===== src/rtl/exibicao_resultado_7seg_pkg.sv =====
// Shared constants for the result display: widths, base codes, FSM states and glyphs.
// Glyphs are kept in active-high form; polarity is applied only at the output stage.
package pacote_exibicao;

  localparam int LARGURA_VALOR = 8;
  localparam int NUM_DIG       = 6;

  localparam logic [1:0] BASE_DEC_U = 2'b00;
  localparam logic [1:0] BASE_DEC_S = 2'b01;
  localparam logic [1:0] BASE_HEX   = 2'b10;
  localparam logic [1:0] BASE_OCT   = 2'b11;

  typedef enum logic [1:0] {
    OCIOSO   = 2'd0,
    CONVERTE = 2'd1,
    ATUALIZA = 2'd2
  } estado_t;

  localparam logic [6:0] SEG_APAGADO = 7'h00;
  localparam logic [6:0] SEG_MENOS   = 7'h40;

endpackage


===== src/rtl/decodificador_7seg.sv =====
// Combinational nibble-to-glyph decoder (active-high, bit6=g .. bit0=a).
// The minus request takes priority over blanking.
module decodificador_7seg
  import pacote_exibicao::*;
(
  input  logic [3:0] nibble,
  input  logic       apagar,
  input  logic       menos,
  output logic [6:0] segmentos
);

  always_comb begin
    segmentos = SEG_APAGADO;
    if (menos) begin
      segmentos = SEG_MENOS;
    end else if (!apagar) begin
      case (nibble)
        4'h0: segmentos = 7'h3F;
        4'h1: segmentos = 7'h06;
        4'h2: segmentos = 7'h5B;
        4'h3: segmentos = 7'h4F;
        4'h4: segmentos = 7'h66;
        4'h5: segmentos = 7'h6D;
        4'h6: segmentos = 7'h7D;
        4'h7: segmentos = 7'h07;
        4'h8: segmentos = 7'h7F;
        4'h9: segmentos = 7'h6F;
        4'hA: segmentos = 7'h77;
        4'hB: segmentos = 7'h7C;
        4'hC: segmentos = 7'h39;
        4'hD: segmentos = 7'h5E;
        4'hE: segmentos = 7'h79;
        default: segmentos = 7'h71;
      endcase
    end
  end

endmodule


===== src/rtl/exibicao_resultado_7seg.sv =====
// Formats the 8-bit result in unsigned/signed decimal, hex or octal onto six HEX displays.
// Decimal goes through an iterative double-dabble (one shift per clock) before the displays update.
module exibicao_resultado_7seg
  import pacote_exibicao::*;
#(
  parameter bit SEG_ATIVO_BAIXO = 1'b1,
  parameter bit APAGAR_ZEROS    = 1'b1
)
(
  input  logic                     clk,
  input  logic                     reset,
  input  logic [LARGURA_VALOR-1:0] valor,
  input  logic [1:0]               base,
  input  logic                     atualizar,
  output logic                     ocupado,
  output logic                     pronto,
  output logic [6:0]               hex0,
  output logic [6:0]               hex1,
  output logic [6:0]               hex2,
  output logic [6:0]               hex3,
  output logic [6:0]               hex4,
  output logic [6:0]               hex5
);

  estado_t            estado_reg;
  logic               pendente_reg;
  logic               pronto_reg;
  logic [3:0]         cnt_reg;
  logic [19:0]        desloc_reg;
  logic [19:0]        ajustado;
  logic [1:0]         base_reg;
  logic [7:0]         valor_reg;
  logic               sinal_reg;
  logic [6:0]         seg_reg   [NUM_DIG];
  logic [6:0]         glifo     [NUM_DIG];
  logic [6:0]         seg_saida [NUM_DIG];
  logic [3:0]         digito    [NUM_DIG];
  logic [NUM_DIG-1:0] apagar;
  logic [NUM_DIG-1:0] menos;

  logic       capt_sinal;
  logic [7:0] capt_mag;
  logic       capt_dec;
  logic       carrega;
  logic [3:0] bcd_c, bcd_d, bcd_u;
  logic       mostra2, mostra1;

  // Magnitude of a negative two's-complement value; 8'h80 wraps to 128 unsigned.
  assign capt_sinal = (base == BASE_DEC_S) && valor[7];
  assign capt_mag   = capt_sinal ? (~valor + 8'd1) : valor;
  assign capt_dec   = (base == BASE_DEC_U) || (base == BASE_DEC_S);
  assign carrega    = ((estado_reg == OCIOSO) && atualizar) ||
                      ((estado_reg == ATUALIZA) && (pendente_reg || atualizar));

  assign ajustado[7:0] = desloc_reg[7:0];
  for (genvar gi = 0; gi < 3; gi++) begin : g_add3
    assign ajustado[8+4*gi +: 4] = (desloc_reg[8+4*gi +: 4] >= 4'd5) ?
                                   desloc_reg[8+4*gi +: 4] + 4'd3 :
                                   desloc_reg[8+4*gi +: 4];
  end

  assign bcd_c   = desloc_reg[19:16];
  assign bcd_d   = desloc_reg[15:12];
  assign bcd_u   = desloc_reg[11:8];
  assign mostra2 = !APAGAR_ZEROS || (bcd_c != 4'd0);
  assign mostra1 = mostra2 || (bcd_d != 4'd0);

  always_comb begin
    for (int i = 0; i < NUM_DIG; i++) begin
      digito[i] = 4'd0;
    end
    apagar = '1;
    menos  = '0;
    case (base_reg)
      BASE_HEX: begin
        digito[1] = valor_reg[7:4];
        digito[0] = valor_reg[3:0];
        apagar[1:0] = 2'b00;
      end
      BASE_OCT: begin
        digito[2] = {2'b00, valor_reg[7:6]};
        digito[1] = {1'b0, valor_reg[5:3]};
        digito[0] = {1'b0, valor_reg[2:0]};
        apagar[2:0] = 3'b000;
      end
      default: begin
        digito[2] = bcd_c;
        digito[1] = bcd_d;
        digito[0] = bcd_u;
        apagar[2] = !mostra2;
        apagar[1] = !mostra1;
        apagar[0] = 1'b0;
        // Sign sits immediately left of the most significant shown digit.
        if (sinal_reg) begin
          if (mostra2)      menos[3] = 1'b1;
          else if (mostra1) menos[2] = 1'b1;
          else              menos[1] = 1'b1;
        end
      end
    endcase
  end

  for (genvar gi = 0; gi < NUM_DIG; gi++) begin : g_dig
    decodificador_7seg u_dec (
      .nibble    (digito[gi]),
      .apagar    (apagar[gi]),
      .menos     (menos[gi]),
      .segmentos (glifo[gi])
    );
    assign seg_saida[gi] = SEG_ATIVO_BAIXO ? ~seg_reg[gi] : seg_reg[gi];
  end

  always_ff @(posedge clk or posedge reset) begin
    if (reset) begin
      estado_reg   <= OCIOSO;
      pendente_reg <= 1'b0;
      pronto_reg   <= 1'b0;
      cnt_reg      <= 4'd0;
      desloc_reg   <= 20'd0;
      base_reg     <= BASE_DEC_U;
      valor_reg    <= 8'd0;
      sinal_reg    <= 1'b0;
      for (int i = 0; i < NUM_DIG; i++) begin
        seg_reg[i] <= SEG_APAGADO;
      end
    end else begin
      pronto_reg <= 1'b0;
      case (estado_reg)
        CONVERTE: begin
          desloc_reg <= {ajustado[18:0], 1'b0};
          cnt_reg    <= cnt_reg - 4'd1;
          if (cnt_reg == 4'd1) estado_reg <= ATUALIZA;
          if (atualizar) pendente_reg <= 1'b1;
        end
        ATUALIZA: begin
          for (int i = 0; i < NUM_DIG; i++) begin
            seg_reg[i] <= glifo[i];
          end
          pronto_reg   <= 1'b1;
          pendente_reg <= 1'b0;
          estado_reg   <= OCIOSO;
        end
        default: ;
      endcase
      // A new capture overrides the state transition chosen above.
      if (carrega) begin
        base_reg   <= base;
        valor_reg  <= valor;
        sinal_reg  <= capt_sinal;
        desloc_reg <= {12'h000, capt_mag};
        cnt_reg    <= 4'd8;
        estado_reg <= capt_dec ? CONVERTE : ATUALIZA;
      end
    end
  end

  assign ocupado = (estado_reg != OCIOSO);
  assign pronto  = pronto_reg;
  assign hex0    = seg_saida[0];
  assign hex1    = seg_saida[1];
  assign hex2    = seg_saida[2];
  assign hex3    = seg_saida[3];
  assign hex4    = seg_saida[4];
  assign hex5    = seg_saida[5];

endmodule


===== config.mk =====
export PLATFORM = sky130hd
export DESIGN_NAME = exibicao_resultado_7seg
export DESIGN_NICKNAME = d
export VERILOG_FILES = /design/src/rtl/exibicao_resultado_7seg_pkg.sv /design/src/rtl/decodificador_7seg.sv /design/src/rtl/exibicao_resultado_7seg.sv
export SDC_FILE = /design/constraint.sdc
export NUM_CORES = 1
export LEC_CHECK = 0
export CAP_MARGIN = 20
export CORE_ASPECT_RATIO = 1.1
export CORE_MARGIN = 3
export CORE_UTILIZATION = 55
export CTS_CLUSTER_DIAMETER = 40
export DETAILED_ROUTE_END_ITERATION = 10
export HOLD_SLACK_MARGIN = 0.02
export PLACE_DENSITY = 0.8
export SYNTH_ARGS = -nofsm -noshare
export SYNTH_HDL_FRONTEND = slang
export SYNTH_SLANG_ARGS = --single-unit

===== constraint.sdc =====
create_clock -name clk -period 5.2 [get_ports clk]
set_clock_uncertainty 0.2 [all_clocks]
set_input_delay 1.04 -clock clk [delete_from_list [all_inputs] [get_ports clk]]
set_output_delay 1.04 -clock clk [all_outputs]
set_load 0.02 [all_outputs]

* Word-level counts from Yosys, hierarchy flattened *
Memories as Yosys holds them, arrays and structs flattened. A register that Yosys moved wholly into a read port is not among the register bits.
Index checks and enable logic that the tools add are counted.

word-level totals
  register bits after elaboration = 60
  memory bits (read-only) = 336
  logic and storage cells = 85
  memories kept = 3

operators by class
  $add $sub $neg = 5
  order comparisons = 3
  equal/unequal tests = 8
  muxes and demuxes = 30
  bitwise operators = 5
  reductions and logical operators = 20

memory list
  name              depth  bits a word  read ports  clocked after memory_dff  wr ports  RTL line                  text
  (name not given)  16     7            1           1                         0         decodificador_7seg.sv:17  case (nibble)
  (name not given)  16     7            1           0                         0         decodificador_7seg.sv:17
  (name not given)  16     7            1           0                         0         decodificador_7seg.sv:17

operators by type and width
  cell                                                  count
  2-to-1 mux 20 bit                                     2
  2-to-1 mux 7 bit                                      5
  inverter 7 bit                                        4
  2-to-1 mux 4 bit                                      4
  one-hot mux 8 bit (2 select lines)                    1
  >= comparator 4 x 3 -> 1 bit (second input constant)  3
  2-to-1 mux 2 bit                                      5
  2-to-1 mux 3 bit                                      3
  adder 4 x 2 -> 4 bit (second input constant)          2
  adder 8 x 1 -> 8 bit (second input constant)          1
  2-to-1 mux 8 bit                                      1
  inverter 8 bit                                        1
  one-hot mux 4 bit (2 select lines)                    1
  nonzero test 4 bit                                    2
  == test 2 bit (second input constant)                 3
  nonzero test 2 bit                                    3
  2-to-1 mux 1 bit                                      5
  == test 2 x 1 -> 1 bit (second input constant)        2
  == test 4 x 1 -> 1 bit (second input constant)        1
  logical NOT 2 bit                                     2
  logical OR 1 bit                                      4
  one-hot mux 1 bit (2 select lines)                    2
  one-hot mux 2 bit (2 select lines)                    1
  AND reduction 2 bit                                   2
  other kinds (8)                                       11

* Logic depth before layout (Yosys ltp) *
Gate-level depths: netlist (run 1).

  depth in word-level cells = 7
  gate-level depth with buffers = 10
  mapped depth without buffers = 8

* Cells and area by module *
A second synthesis (run 1) with hierarchy kept.

unflattened totals
  cells, all modules = 655
  area, all modules = 5,505.3 µm²

modules (own cells, without submodules)
  module                                   times used  cells each  area an instance (µm²)
  exibicao_resultado_7seg                  1           421         3,799.9
  decodificador_7seg (g_dig[0].u_dec ...)  5           39          285.3
  decodificador_7seg (g_dig[3].u_dec)      1           39          279.0

* Worst setup path before layout (run 1) *
OpenSTA, ideal clock, no wires.

  path kind = register to register
  from = register base_reg[1]
  to = register seg_reg[22] (netlist name)
  library setup time = 136 ps
  data arrival time = 1,933 ps
  setup slack = 2,931 ps
  stages on the path, launching flop included = 9
  path buffers = 2
  path through = dfrtp_1 buf_4 buf_2 nand3_1 o21a_1 ha_1 or3b_2 a21oi_1 o31ai_1

on the way
  word-level cells in the longest chain between the ends = 5

RTL lines
  element                             RTL line                        text
  start, declared                     exibicao_resultado_7seg.sv:31   logic [1:0] base_reg;
  start signal, assigned              exibicao_resultado_7seg.sv:147  base_reg <= base;
  == test 2 bit                       exibicao_resultado_7seg.sv:74   case (base_reg)
  one-hot mux 4 bit (2 select lines)  exibicao_resultado_7seg.sv:74
  memory read (16 x 7 bit)            --
  2-to-1 mux 7 bit                    decodificador_7seg.sv:16        end else if (!apagar) begin
  2-to-1 mux 7 bit *                  decodificador_7seg.sv:14        if (menos) begin
  end signal, assigned by index       exibicao_resultado_7seg.sv:137  seg_reg[i] <= glifo[i];
  end, declared                       exibicao_resultado_7seg.sv:34   logic [6:0] seg_reg [NUM_DIG];

Mark *: on every way between the ends. The rest lies on a longest branch, timed or not.
A chain may end at the register's enable or synchronous reset.

* Worst setup path in the final report (run 1) *
  from = register base_reg[1]
  to = register seg_reg[38] (netlist name)

on the way
  word-level cells in the longest chain between the ends = 2

RTL lines
  element                               RTL line
  == test 2 bit                         exibicao_resultado_7seg.sv:74
  one-hot mux 8 bit (2 select lines) *  exibicao_resultado_7seg.sv:74

Marks and branches as above.

==> results of run 1 <==
## worst paths after layout
| kind | startpoint | to | depth (start not counted) |
|---|---|---|---|
| hold reg to reg | seg_reg[23] | seg_reg[23] | 2 |
| min in group asynchronous | reset | seg_reg[25] | 2 |
| setup reg to reg | base_reg[1] | seg_reg[38] | 7 |
| setup / recovery | base_reg[1] | seg_reg[38] | 7 |
| hold / removal | seg_reg[23] | seg_reg[23] | 2 |
| max in group asynchronous | reset | desloc_reg[2] | 3 |
## layout by cell type (no fill, tap or decap), types with 8 or more instances in the layout
cell and count:
nand2_1 64, dfrtp_1 61, inv_1 43, clkdlybuf4s50_1 36, o21ai_0 30, ha_1 29
conb_1 20, a21oi_1 18, nor2_1 15, mux2i_1 11, clkbuf_8 11, nand2b_1 9
xnor2_1 9, nand3_1 9, nand3b_1 8, nor3_1 8, o22ai_1 8
## per-layer routing
layer / global-route usage, % / vias up / routed length, um
met1: 27.8 / 1545 / 3960
met5: 0 / - / 0
met3: 3.24 / 14 / 406
met4: 10.5 / 0 / 131
met2: 31.5 / 92 / 4110
li1: - / 1612 / -
## per-stage QoR
| step | worst slack, ns | total power (W) | hold WS [ns] | utilization (%) |
|---|---|---|---|---|
| floorplan | 2.45 | 0.000598 | 0.248 | - |
| global placement | 2.40 | 0.000612 | 0.267 | 61.8 |
| detailed placement | 2.28 | 0.000616 | 0.274 | 61.8 |
| CTS | 2.22 | 0.00110 | 0.289 | 64.9 |
| global route | 2.04 | 0.00113 | 0.313 | 65.1 |
| finish | 2.23 | 0.00109 | 0.286 | 65.1 |
## logic make-up after synthesis
family / Yosys count / share of synthesized area [%]
and+or+nand+nor: 138 / 16.8
buffers and inverters: 88 / 10.8
other: 1 / 0.0906
muxes: 21 / 6.11
xor gates and xnor gates: 11 / 2.33
AOI/OAI and AO/OA: 113 / 18.3
DFF: 61 / 36.9
adders and majority gates: 29 / 8.77
## tightest hold or removal path: cells and delay by family, from the launching register on
family	cells	cell delay, ns
AO/OA/AOI/OAI	1	0.05
flip-flops	1	0.35
AND/OR/NAND/NOR	1	0.05
## final cells by class
cell class / instances / area (sq um) / share of cell area (%)
clock buffers: 12 / 155 / 3.32
clock inverters: 4 / 70.1 / 1.50
inverters: 44 / 165 / 3.54
multi-input cells: 332 / 2240 / 48.0
flip-flops and latches: 61 / 1530 / 32.7
well taps: 85 / 106 / 2.28
repair buffers: 41 / 405 / 8.69
## power by group
group          switching [W]  internal [W]  total (W)
registers          0.0000100      0.000483   0.000493
logic              0.0000719     0.0000433   0.000115
clock network       0.000182      0.000295   0.000477
total               0.000264      0.000821    0.00109
==> metrics.md, run 1 <==
| Metric | Value |
|---|---|
| Run status | `finished, final reports clean` |
| Unique masters post-synth | `63` |
| Fin crit share | `57.2%` |
| Synth area leaders | `dfrtp_1, ha_1, nand2_1` |
| Final setup viols | `0` |
| Synth warn | `0` |
| Synth Flop Type | `dfrtp_1` |
| Synth Register Bits | `61` |
| Synth Instances | `462` |
| Routed vias/inst | `5.64` |
| Peak VDD IR | `0.143 mV` |
| Mapped cell area | `4140 sq um` |
| R2R setup slack | `2.23 ns` |
| Routed Wire Length | `8.61 mm` |
| CP bufs+invs | `2` |
| # H-tree levels | `3` |
| Total track usage | `20.6%` |
| Final Instance Count excl. Fillers | `579` |
| Port Buffers | `36` |
| Fmax achieved | `336 MHz` |
| Worst min path class | `reg -> reg` |
| Critical path required time | `5.26 ns` |
| Die width | `88.7 um` |
| CTS tree | `yes` |
| Register clock-pin slew on the reported worst setup and hold paths | `0.07 ns` |
| Worst skew pair latency | `0.34 ns` |
| Die height | `97.0 um` |
| Max Cap Viol | `0` |
| PwrDens | `233 nW/um^2` |
| Critical Path End Type | `flip-flop` |
| Max-slew headroom | `38.1%` |
| Post-synth EDFFs | `0` |
| Fraction of registers with async set/reset | `100%` |
| CTS Buf Count | `9` |
| DR DRC count | `0` |
| Sequential cell area fraction in the yosys report | `36.9%` |
| TritonRoute pass-1 iters | `4` |
| Num ports | `57` |
| Worst path arrival time | `3.04 ns` |
| Clock Path Buffers | `2` |
| Post-DP HPWL | `6.17 mm` |
| Commonest cells in the netlist | `nand2_1, dfrtp_1, inv_1, o21ai_0, ha_1` |
| # clock sinks | `61` |
| Synthesis-to-layout area growth | `12.8%` |
| Vias | `3263` |
| CP Max Fanout | `22` |
| Die ar. | `8600 sq um` |
| Crit path max-delay family | `flip-flops` |
| Yosys top cell area share | `36.9%` |
| Clk root buf | `clkbuf_8` |
| Initial Util | `57.8%` |
| Setup TNS | `0 ns` |
| Nets | `531` |
| Antenna diodes | `0` |
| Hold buffers post-CTS | `0` |
| Unrepaired setup endpoints after global routing | `no` |
| Vias in the first global route | `3061` |
| Postcts setup bufs | `0` |
| Startpoint Class | `flip-flop` |
| P_leak | `2.18 nW` |
| Worst path cell trace | `buf_4 > mux2i_1 > inv_1 > ha_1 > nor2_1 > a211o_1 > a31oi_1` |
| Site Rows | `32` |
| Inst Count DP | `562` |
| Final Cell Area | `4670 sq um` |
| Worst slew pin tran | `0.903 ns` |
| Core Area | `7170 sq um` |
| Share of layout cells above drive strength 1 | `8.10%` |
| Largest net degree at the start of global routing | `40` |
| Max reg flops | `22` |
| DP Area | `4430 sq um` |
| Cell accounting for the most synthesized area | `dfrtp_1` |
| Max-slew violation count | `0` |
| CTS resizes | `0` |
| Most frequent cell after synthesis | `nand2_1` |
| Synth Area per Inst | `8.96 sq um` |
| Tmin final | `2.97 ns` |
| Slowest Stage Delay on Critical Path | `0.75 ns` |
| Total grt overflow | `0` |
| Antenna violations before repair | `0` |
| Wirelength per Cell | `14.9 um` |
| Global-route wire length before repair | `14.0 mm` |
| Detailed router's first-iteration violation count | `165` |
| Final GP Congestion | `0.892` |
| Filler cells | `588` |
| ANT nets after route | `0` |
| Final hold violations | `0` |
| Highest-delay cell along the critical path | `dfrtp_1` |
| WS Path Type | `reg -> reg` |
No activity file was read; power rests on OpenSTA's default activity.
==> run 2, diff against run 1 <==
clock period = 2.8 ns   (was 5.2 ns; I/O delays follow)
==> run 2 against run 1 <==
Total power up 95%. Via count fell by 0.55%. Routed wire length up 1.6%. Die area stayed put. Sequential power increased by 86%. Critical path type unchanged. Highest routed layer unchanged.
==> metrics.md, run 2 (synthesis gave the netlist of run 1 again) <==
| Metric | Value |
|---|---|
| Routed met1 length | `3.95 mm` |
| ANT nets after route | `0` |
| Antenna violations before repair | `0` |
| Post-DP HPWL | `6.44 mm` |
| Slowest Stage Delay on Critical Path | `0.77 ns` |
| Global-route wire length before repair | `14.8 mm` |
| Fin crit share | `89.0%` |
| P_leak | `2.20 nW` |
| Nets | `534` |
| Clock Path Buffers | `2` |
| Die height | `97.0 um` |
| DP Area | `4470 sq um` |
| CTS Buf Count | `9` |
| Total grt overflow | `0` |
| Startpoint Class | `flip-flop` |
| Worst path cell trace | `nand3_1 > o21ai_1 > inv_1 > ha_1 > a31o_2 > o21ai_0 > o221ai_1 > a31oi_1` |
| Max-slew headroom | `49.9%` |
| Largest net degree at the start of global routing | `39` |
| Commonest non-fill, non-tap cells in the layout | `nand2_1, dfrtp_1, inv_1` |
| PwrDens | `449 nW/um^2` |
| Die ar. | `8600 sq um` |
| Share of layout cells above drive strength 1 | `8.85%` |
| Max-slew violation count | `0` |
| Critical Path End Type | `flip-flop` |
| CP bufs+invs | `1` |
| Run status | `finished, final reports clean` |
| CTS resizes | `0` |
| Unrepaired setup endpoints after global routing | `no` |
| Routed vias/inst | `5.58` |
| Port Buffers | `36` |
| Hold_ws | `0.282 ns` |
| Core Area | `7170 sq um` |
| Postcts setup bufs | `0` |
| Worst slew pin tran | `0.750 ns` |
| Routed Wire Length | `8.74 mm` |
| Max Cap Viol | `0` |
| Worst skew pair latency | `0.35 ns` |
| Metal2 WL | `4.30 mm` |
| WS Path Type | `reg -> reg` |
| Wirelength per Cell | `15.0 um` |
| Critical path required time | `2.87 ns` |
| CP Max Fanout | `17` |
| Clk root buf | `clkbuf_8` |
| Max reg flops | `22` |
| Final hold violations | `0` |
| Most common cell after layout, fill and taps aside | `nand2_1` |
| Worst min path class | `reg -> reg` |
| Final GP Congestion | `0.925` |
| Final Cell Area | `4720 sq um` |
| Final setup viols | `0` |
| Tmin final | `2.49 ns` |
| Synthesis-to-layout area growth | `14.0%` |
| Hold buffers post-CTS | `0` |
| Setup TNS | `0 ns` |
| Antenna diodes | `0` |
| # H-tree levels | `3` |
| Site Rows | `32` |
| Top Layer Used | `met4` |
| Fmax achieved | `401 MHz` |
| # clock sinks | `61` |
| Register clock-pin slew on the reported worst setup and hold paths | `0.08 ns` |
| Peak VDD IR | `0.386 mV` |
| Vias in the first global route | `3179` |
| Crit path max-delay family | `compound AO/OA/AOI/OAI gates` |
| DR DRC count | `0` |
| Highest-delay cell along the critical path | `dfrtp_1` |
| Met3 WL | `339 um` |
| TritonRoute pass-1 iters | `4` |
| Die width | `88.7 um` |
| Vias | `3245` |
| Detailed router's first-iteration violation count | `218` |
| Worst path arrival time | `2.56 ns` |
| CTS tree | `yes` |
| Total track usage | `21.6%` |
| Num ports | `57` |
| Initial Util | `57.8%` |
==> run 2: cell types whose count changed in the layout (fill, tap and decap cells not counted), sizes merged <==
| cell | before | now |
|---|---|---|
| clkbuf | 12 | 10 |
| clkinv | 2 | 1 |
| clkinvlp | 0 | 2 |
| buf | 5 | 8 |
| bufinv | 2 | 3 |
==> run 2: final timing paths <==
| path | cells after the start | slack (ns) | start | to |
|---|---|---|---|---|
| worst max-delay path | 8 | 0.31 | base_reg[1] | seg_reg[27] |
| worst min-delay path | 2 | 0.28 | seg_reg[23] | seg_reg[23] |
| worst max register to register | 8 | 0.31 | base_reg[1] | seg_reg[27] |
| worst min register to register | 2 | 0.28 | seg_reg[23] | seg_reg[23] |
| max in group asynchronous | 3 | 1.44 | reset | desloc_reg[14] |
| min in group asynchronous | 2 | 0.37 | reset | seg_reg[24] |
==> run 2: layout make-up <==
| type | instances | area [sq um] |
|---|---|---|
| clock buffers | 10 | 138 |
| repair buffers | 44 | 433 |
| flip-flops and latches | 61 | 1530 |
| clock inverters | 6 | 110 |
| well taps | 85 | 106 |
| fillers | 595 | 2450 |
| inverters | 44 | 165 |
| multi-input cells | 332 | 2240 |
==> run 2: stage by stage <==
| stage | util [%] | worst slack (ns) | cells | total power, W |
|---|---|---|---|---|
| after floorplan | - | 0.527 | 481 | 0.00111 |
| after global placement | 62.4 | 0.435 | 566 | 0.00114 |
| after detailed placement | 62.4 | 0.313 | 566 | 0.00115 |
| after CTS | 65.8 | 0.289 | 582 | 0.00214 |
| after global routing | 65.8 | 0.106 | 582 | 0.00220 |
| final | 65.8 | 0.307 | 582 | 0.00212 |
==> run 2: worst reg2reg max path: cells and delay by family, from the launching register on <==
kind | cells | cell delay, ns
simple gates | 1 | 0.14
buf+inv | 1 | 0.16
fa+ha+maj | 1 | 0.23
compound gates | 5 | 0.93
flops | 1 | 0.77
==> run 2: power by group <==
group	switching [W]	internal, W
logic	0.000135	0.0000848
clock network	0.000370	0.000614
registers	0.0000192	0.000897
==> run 2: per-layer routing <==
layer,vias to the layer above,GRT usage [%]
li1,1609,-
met1,1547,27.9
met2,74,34.5
met3,15,4.17
met4,0,9.30
met5,-,0
==> variant: new RTL, flow settings as in run 1 <==
Re-encode `estado_t` (3 values) as one-hot, 3 bits wide.
--- a/src/rtl/exibicao_resultado_7seg_pkg.sv
+++ b/src/rtl/exibicao_resultado_7seg_pkg.sv
@@ -10,10 +10,10 @@
   localparam logic [1:0] BASE_HEX   = 2'b10;
   localparam logic [1:0] BASE_OCT   = 2'b11;
 
-  typedef enum logic [1:0] {
-    OCIOSO   = 2'd0,
-    CONVERTE = 2'd1,
-    ATUALIZA = 2'd2
+  typedef enum logic [2:0] {
+    OCIOSO   = 3'b001,
+    CONVERTE = 3'b010,
+    ATUALIZA = 3'b100
   } estado_t;
 
   localparam logic [6:0] SEG_APAGADO = 7'h00;
Behaviour: no difference found for any inputs over 10 cycles, from zero or initial values and one cycle with reset high; not proved beyond that.
==> variant against run 1 <==
Wire length grew 1.2%; worst hold slack got worse by 7.9 ps; sequential cell count increased by 1; die area decreased by 1.6%; setup slack got worse by 75 ps; final area is 1.7% lower; first-iteration DRC count increased by 6.7%; cell count up 2.9%; area after synthesis is 1.8% lower; critical endpoint is now desloc_reg[3].
Power is not compared: it rests on default switching activity, and its combinational part moved more than twofold at a synthesized area within 25%.
==> variant: results (changes against run 1) <==
* Delay-heaviest family, CP: compound AO/OA/AOI/OAI gates
* Routed length per instance at 14.6 microns (-1.7%)
* WL met2 at 4100 microns (-0.27%)
* DR pass1 iterations at 5 (+1)
* Worst Path Max Fanout at 19 (-14%)
* Worst relative slew slack at 31.7% (-6.4 points)
* DP Worst Slack at 1660 ps (-615 ps)
* WL met3 at 419 microns (+3.2%)
* Metal-1 WL at 4060 microns (+2.5%)
* Longest individual stage delay on the worst path at 590 ps (-160 ps)
* GP Congestion at 0.895 (+0.37%)
* Post-DP HPWL at 6240 microns (+1.2%)
* FF-to-FF path depth at 5 (-2)
* Clock Path Buffers at 2 (unchanged)
* Layout cells sized above 1 at 6.85% (-1.2 points)
* Via Count at 3397 (+4.1%)
* Part of the Yosys area used for sequential elements at 38.2% (+1.3 points)
* Status: complete, no violations
* Reg-to-reg critical path endpoint: seg_reg[23]
* Gr usage total at 21.9% (+1.3 points)
* Nets at 543 (+2.3%)
* Min-delay src: seg_reg[24]
* Hold path endpoint: seg_reg[24]
* Fillers at 621 (+5.6%)
* Synth cell types at 62 (-1.6%)
* Crit-path slowest cell: o21a_1
* First-pass GRT wire length at 14500 microns (+3.9%)
* Synth area leaders: dfrtp_1 38%, ha_1 7.4%, o21ai_0 5.8%, nand2_1 5.1%, inv_1 4.1%
* Top sig layer: met4
* Largest net degree at the start of global routing at 44 (+10%)
* Post-synth ARST share at 100% (unchanged)
* Top cells by count, synth: 61 x dfrtp_1, 55 x nand2_1, 47 x o21ai_0
* Worst reg2reg setup slack at 2270 ps (+40 ps)
* DR iter-0 viols at 176 (+6.7%)
* Vias in the first global route at 3102 (+1.3%)
* Reg-to-Reg Start: estado_reg[0]
==> variant: changes by cell type after synthesis, sizes merged, moves of 5 or more <==
| cell | delta |
|---|---|
| nor2 | +22 |
| o21ai | +15 |
| a21oi | +11 |
| nand2 | -9 |
| buf | -7 |
| clkbuf | +7 |
| mux2i | -6 |
| nand3 | +6 |
| ha | -5 |
| mux2 | -5 |
| nand3b | -5 |
==> variant: worst register-to-register path: cells and delay by family, from the launching register on <==
| family | cells | cell delay, ps |
|---|---|---|
| DFF | 1 | 590 |
| AOI/OAI and AO/OA | 2 | 450 |
| and+or+nand+nor | 2 | 850 |
| buffers and inverters | 1 | 700 |
==> variant: power groups by stage <==
stage               combinational [mW]  clock (mW)  sequential [mW]
finish                            1.11       0.469            0.846
global route                      1.24       0.494            0.874
CTS                               1.10       0.473            0.843
detailed placement                1.10           0            0.851
global placement                  1.07           0            0.841
floorplan                        0.857           0            0.769
==> variant: routing by layer <==
layer | global-route usage [%] | vias to the layer above
met4 | 7.16 | 0
met3 | 4.20 | 14
met2 | 36.4 | 107
met5 | 0 | -
met1 | 28.7 | 1593
li1 | - | 1683
==> variant: how the worst max path moves through the flow <==
stage                     slack (ps)  startpoint             to  cells after the start
after floorplan                 2420       reset    base_reg[0]                      1
after global placement          1710   atualizar  desloc_reg[4]                      6
after detailed placement        1660   atualizar  desloc_reg[4]                      6
after CTS                       2020   atualizar  desloc_reg[4]                      6
after global routing            1990   atualizar  desloc_reg[4]                      6
final                           2150   atualizar  desloc_reg[3]                      6
==> variant: kinds of logic (layout without fill, tap and decap cells) <==
group / after synthesis / after routing / share of synthesized area [%]
fa+ha+maj: 24 / 24 / 7.38
compound gates: 135 / 135 / 21.7
flops: 62 / 62 / 38.2
xor+xnor: 11 / 11 / 2.37
buf+inv: 93 / 103 / 10.9
other cells: 1 / 20 / 0.0922
simple gates: 147 / 147 / 17.1
mux: 9 / 9 / 2.31
==> variant: per-stage QoR <==
stage	utilization [%]	std cells	hold slack (ps)	cell area, sq um
2_1_floorplan	-	501	242	4140
3_3_place_gp	61.5	579	263	4360
3_5_place_dp	61.5	579	267	4360
4_1_cts	64.5	595	281	4570
5_1_grt	64.7	596	310	4590
6_report	64.7	596	278	4590
==> variant: layout make-up <==
type / instances / area [sq um] / area share, %
multi-input cells: 346 / 2140 / 46.8
well taps: 85 / 106 / 2.32
inverters: 49 / 184 / 4.01
clock inverters: 4 / 70.1 / 1.53
flip-flops and latches: 62 / 1550 / 33.9
clock buffers: 12 / 145 / 3.17
repair buffers: 38 / 383 / 8.35
